<file path="config.mk">
export PLATFORM = sky130hd
export DESIGN_NAME = gf_inv_2_unit
export DESIGN_NICKNAME = d
export VERILOG_FILES = /design/src/rtl/gf_inv_2_unit_pkg.sv /design/src/rtl/gf_inv_2_unit_core.sv /design/src/rtl/gf_inv_2_unit.sv
export SDC_FILE = /design/constraint.sdc
export NUM_CORES = 1
export LEC_CHECK = 0
export CORE_AREA = 3 3 40 42
export CTS_CLUSTER_SIZE = 8
export DETAILED_ROUTE_END_ITERATION = 16
export DIE_AREA = 0 0 43 45
export PLACE_DENSITY = 0.36
export SYNTH_ARGS = -nofsm -noshare
export SYNTH_HDL_FRONTEND = slang
export SYNTH_SLANG_ARGS = --single-unit
</file>
<file path="constraint.sdc">
create_clock -name clk -period 1.1 [get_ports clk]
set_input_delay 0.165 -clock clk [delete_from_list [all_inputs] [get_ports clk]]
set_output_delay 0.165 -clock clk [all_outputs]
set_load 0.02 [all_outputs]
</file>
<file path="src/rtl/gf_inv_2_unit_pkg.sv">
// Shared GF(2^2) definitions for the AES datapath.
// Holds the basis encodings and the mapping of out-of-range basis values.
package gf_inv_2_unit_pkg;

   localparam int BASIS_NORMAL = 0;
   localparam int BASIS_POLY   = 1;

   // Out-of-range basis values fall back to the normal basis.
   function automatic int basis_sel(input int basis);
      return (basis == BASIS_POLY) ? BASIS_POLY : BASIS_NORMAL;
   endfunction

endpackage

</file>
<file path="src/rtl/gf_inv_2_unit_core.sv">
// Combinational GF(2^2) inverse.
// In this field the inverse is the square, and 0 maps to 0.
module gf_inv_2_core
   import gf_inv_2_unit_pkg::*;
#(
   parameter int BASIS = BASIS_NORMAL
) (
   input  logic [1:0] i_data,
   output logic [1:0] o_data
);

   localparam int BASIS_EFF = basis_sel(BASIS);

   generate
      if (BASIS_EFF == BASIS_POLY) begin : gen_poly
         // With w^2 = w + 1, squaring maps a1*w + a0 to a1*w + (a1 ^ a0).
         assign o_data = {i_data[1], i_data[1] ^ i_data[0]};
      end else begin : gen_normal
         // Squaring in a normal basis is a cyclic shift of the coefficients.
         assign o_data = {i_data[0], i_data[1]};
      end
   endgenerate

endmodule

</file>
<file path="src/rtl/gf_inv_2_unit.sv">
// GF(2^2) inverse with a valid qualifier.
// Output timing is set by REG_OUT: one registered cycle, or a pure combinational path.
module gf_inv_2_unit
   import gf_inv_2_unit_pkg::*;
#(
   parameter int BASIS   = BASIS_NORMAL,
   parameter int REG_OUT = 1
) (
   input  logic       clk,
   input  logic       rst,
   input  logic       in_valid,
   input  logic [1:0] data_in,
   output logic       out_valid,
   output logic [1:0] data_out,
   output logic       zero_flag
);

   logic [1:0] w_inv;
   logic       w_zero;

   gf_inv_2_core #(.BASIS(BASIS)) u_core (
      .i_data (data_in),
      .o_data (w_inv)
   );

   assign w_zero = (data_in == 2'b00);

   generate
      if (REG_OUT != 0) begin : gen_reg
         logic       r_valid;
         logic [1:0] r_data;
         logic       r_zero;

         // Reset wins over in_valid, so a sample taken during reset is dropped.
         always_ff @(posedge clk) begin
            if (rst) begin
               r_valid <= 1'b0;
               r_data  <= 2'b00;
               r_zero  <= 1'b0;
            end else begin
               r_valid <= in_valid;
               if (in_valid) begin
                  r_data <= w_inv;
                  r_zero <= w_zero;
               end
            end
         end

         assign out_valid = r_valid;
         assign data_out  = r_data;
         assign zero_flag = r_zero;
      end else begin : gen_comb
         assign out_valid = in_valid;
         assign data_out  = w_inv;
         assign zero_flag = w_zero;
      end
   endgenerate

endmodule

</file>
Word level (Yosys, flattened, before mapping)

Index checks and enable logic that the tools add are counted.

Register bits: 4
Input port bits: 5
Output and inout bits: 4
Logic and storage cells: 4

Reductions and logical operators: 1

Operators by type and width:

| operator          | number |
|---|---|
| logical NOT 2 bit | 1 |

Depth between registers and ports, before layout

Word-level depth: 1
Gate-level depth with buffers: 2
Depth with buffers taken out: 2

By module

A second synthesis with hierarchy kept.

Cell total of the unflattened synthesis: 14
Area, all modules: 152.6 µm²

By module, submodules not included:

| module        | instances | cells each | area each (µm²) | sequential area each (µm²) |
|---|---|---|---|---|
| gf_inv_2_unit | 1         | 12         | 137.6           | 80.1 |
| gf_inv_2_core | 1         | 2          | 15.0            | 0.0 |

Worst setup path before layout

No wires, ideal clock.

Kind: input port to flip-flop
Start point: input port data_in[1]
End point: register gen_reg.r_zero, in the netlist zero_flag
Setup time: 0.066 ns
Arrival: 0.664 ns
Data required time: 1.034 ns
Setup slack: 0.370 ns
Cell stages on the path: 2
Path buffers: 0
Cells stage by stage: or3b_1 a21oi_2

Word-level cells in the longest chain between the ends: 1

RTL lines:

| item                 | line                | source |
|---|---|---|
| from (decl)          | gf_inv_2_unit.sv:12 | `input logic [1:0] data_in,` |
| logical NOT 2 bit    | gf_inv_2_unit.sv:26 | `assign w_zero = (data_in == 2'b00);` |
| to (signal assigned) | gf_inv_2_unit.sv:44 | `r_zero <= w_zero;` |
| to (decl)            | gf_inv_2_unit.sv:32 | `logic r_zero;` |

No other way between the ends.
A chain may end at the register's enable or synchronous reset.

Worst setup path in the final report

Start point: register gen_reg.r_zero, in the netlist zero_flag
End point: output port zero_flag

RTL lines:

| item      | line                | source |
|---|---|---|
| to (decl) | gf_inv_2_unit.sv:15 | `output logic zero_flag` |

No word-level cell between the ends.

==> run metrics <==
Crit path buffers/inverters 1; syn_nets 17; Clock Tree Buf Depth 2; non-filler cells, final 41; Layout Nets 33; Yosys reg bits 4; vias in the first global route 160; Distinct cells, synth 7; Req. time, crit path 0.94 ns; mapped cell area 138 sq um; Post-Place Cells 38; Die W 43 um; Slew headroom 85.8%; clock power share 45.1%; area delta synth->final 103%; RSZ-0062 raised after global routing false; CP Capture Type output pin; CTS tree done; Initial Util 10.7%; Crit-path slowest cell dlygate4sd2_1; Final Cycle Share 95.5%; Die Y 45 um; Via density 3.17; commonest non-fill, non-tap cells in the layout 4 x dfxtp_1, 4 x clkdlybuf4s50_1, 3 x clkbuf_4, 3 x buf_4; grt ovf 0; routability cong. 0.690; syn avg cell area 11.5 sq um; Yosys Warn Count 0; antenna diode count 0; GRT Overall Usage 5.58%; Ports 9; Pint 0.000310 W; crit path launch type register; clk slew on worst S/H paths 0.04 ns; total power 0.000393 W; total core area 1280 sq um; DRC Markers 0; post-route ant nets 0; CTS buffer count 3; P_sw 0.0000832 W; num rows 13; final setup vio count 0; outcome complete, no violations; register share of total power 39.9%; Cell Pwr Density 1410 nW/um^2; worst hold slack 0.482 ns; min Tclk post-route 1.05 ns; leakage power figure 0.123 nW; crit path max fanout 2; CP max stage delay 0.33 ns; Seq/Total Area, Yosys 58.2%; Placed Area 259 sq um; DRT Wirelength 349 um; port bufs 8; share of cells above drive strength 1 26.9%; first-pass GRT wire length 662 um; drt wl/cell 8.51 um; post-CTS setup buffer count 0; Critical Path AT 0.89 ns; drt pass-1 iters 2; maximum VDD drop 0.000670 V; clock sink count 4; crit-path leading delay family buffers and inverters; crit path cell chain dlygate4sd2_1; clock root cell clkbuf_4; fin. max-slew vios 0; die area 1940 sq um; initial antenna violation count 0; clock skew 0 ns; max_cap viols 0; final hold viol count 0; Clock Latency Late Sink 0.23 ns; f_max 0.952 GHz; Mapped Cells 12; initial DRC count 1; Post-DP HPWL 253 um; Hold Path Class register to register; vias 130; sw frac 21.2%; Gate power share 15.0%; Worst-Margin Slew 0.214 ns; H-tree Lvls 1; worst setup path class register to output pin; largest net degree at the start of global routing 5; design area 279 sq um; final setup TNS 0 ns
-- final timing paths --
check           endpoint        start  slack (ns)  cells past startpoint
max            zero_flag    zero_flag        0.05                      1
min            zero_flag    zero_flag        0.48                      2
max reg2reg  data_out[0]  data_out[0]        0.51                      2
min reg2reg    zero_flag    zero_flag        0.48                      2
-- synth_stat cells --
master / n / area, sq um
nand2b_1: 1 / 6.26
mux2i_1: 2 / 20.0
dfxtp_1: 4 / 80.1
nor2_1: 2 / 7.51
or3b_1: 1 / 8.76
nor2b_1: 1 / 6.26
a21oi_2: 1 / 8.76
-- power by group through the flow --
| stage | Clock [W] | Combinational (W) | Sequential [W] |
|---|---|---|---|
| after floorplan | 0 | 0.0000109 | 0.000169 |
| after global placement | 0 | 0.0000640 | 0.000159 |
| after detailed placement | 0 | 0.0000635 | 0.000159 |
| after CTS | 0.000186 | 0.0000589 | 0.000157 |
| after global routing | 0.000206 | 0.0000641 | 0.000158 |
| final | 0.000177 | 0.0000589 | 0.000157 |
-- routing by layer --
| metal | vias to the layer above | track usage, % | share of wire (%) |
|---|---|---|---|
| met5 | - | 0 | 0 |
| met4 | 0 | 3.61 | 0 |
| met3 | 0 | 7.57 | 21 |
| met2 | 11 | 5.39 | 26 |
| met1 | 51 | 5.78 | 53 |
| li1 | 68 | - | - |
-- per-stage QoR --
| stage | setup slack (ns) | util, % |
|---|---|---|
| floorplan | 0.370 | - |
| global placement | -0.0907 | 20.2 |
| detailed placement | -0.127 | 20.2 |
| CTS | 0.0360 | 21.5 |
| global route | 0.00674 | 21.7 |
| finish | 0.0491 | 21.7 |
-- what timing repair did --
item                                    4_1_cts  5_1_grt
resized for setup                             4        2
endpoints found under the setup margin        4        2
hold buffers                                  0        0
-- area by class of cell --
type	count	area, sq um
flip-flops and latches	4	80.1
multi-input cells	8	57.6
clock buffers	3	22.5
fillers	144	1010
repair buffers	11	100
well taps	15	18.8
-- registers in the layout, summed over array words and instances, names as in the netlist --
signal	cells
zero_flag	1
out_valid	1
data_out	2
-- kinds of logic (layout without fill, tap and decap cells) --
| logic type | Yosys count | in the layout | synth area share, % |
|---|---|---|---|
| flip-flops | 4 | 4 | 58.2 |
| AO/OA/AOI/OAI | 1 | 1 | 6.36 |
| buffers and inverters | 0 | 14 | 0 |
| AND/OR/NAND/NOR | 5 | 5 | 20.9 |
| multiplexers | 2 | 2 | 14.5 |
-- worst register-to-register path, delay by kind of cell, from the launching register on --
kind / cells / cell delay, ns
and+or+nand+nor: 1 / 0.05
DFF: 1 / 0.30
muxes: 1 / 0.12
No activity file was read; power rests on OpenSTA's default activity.
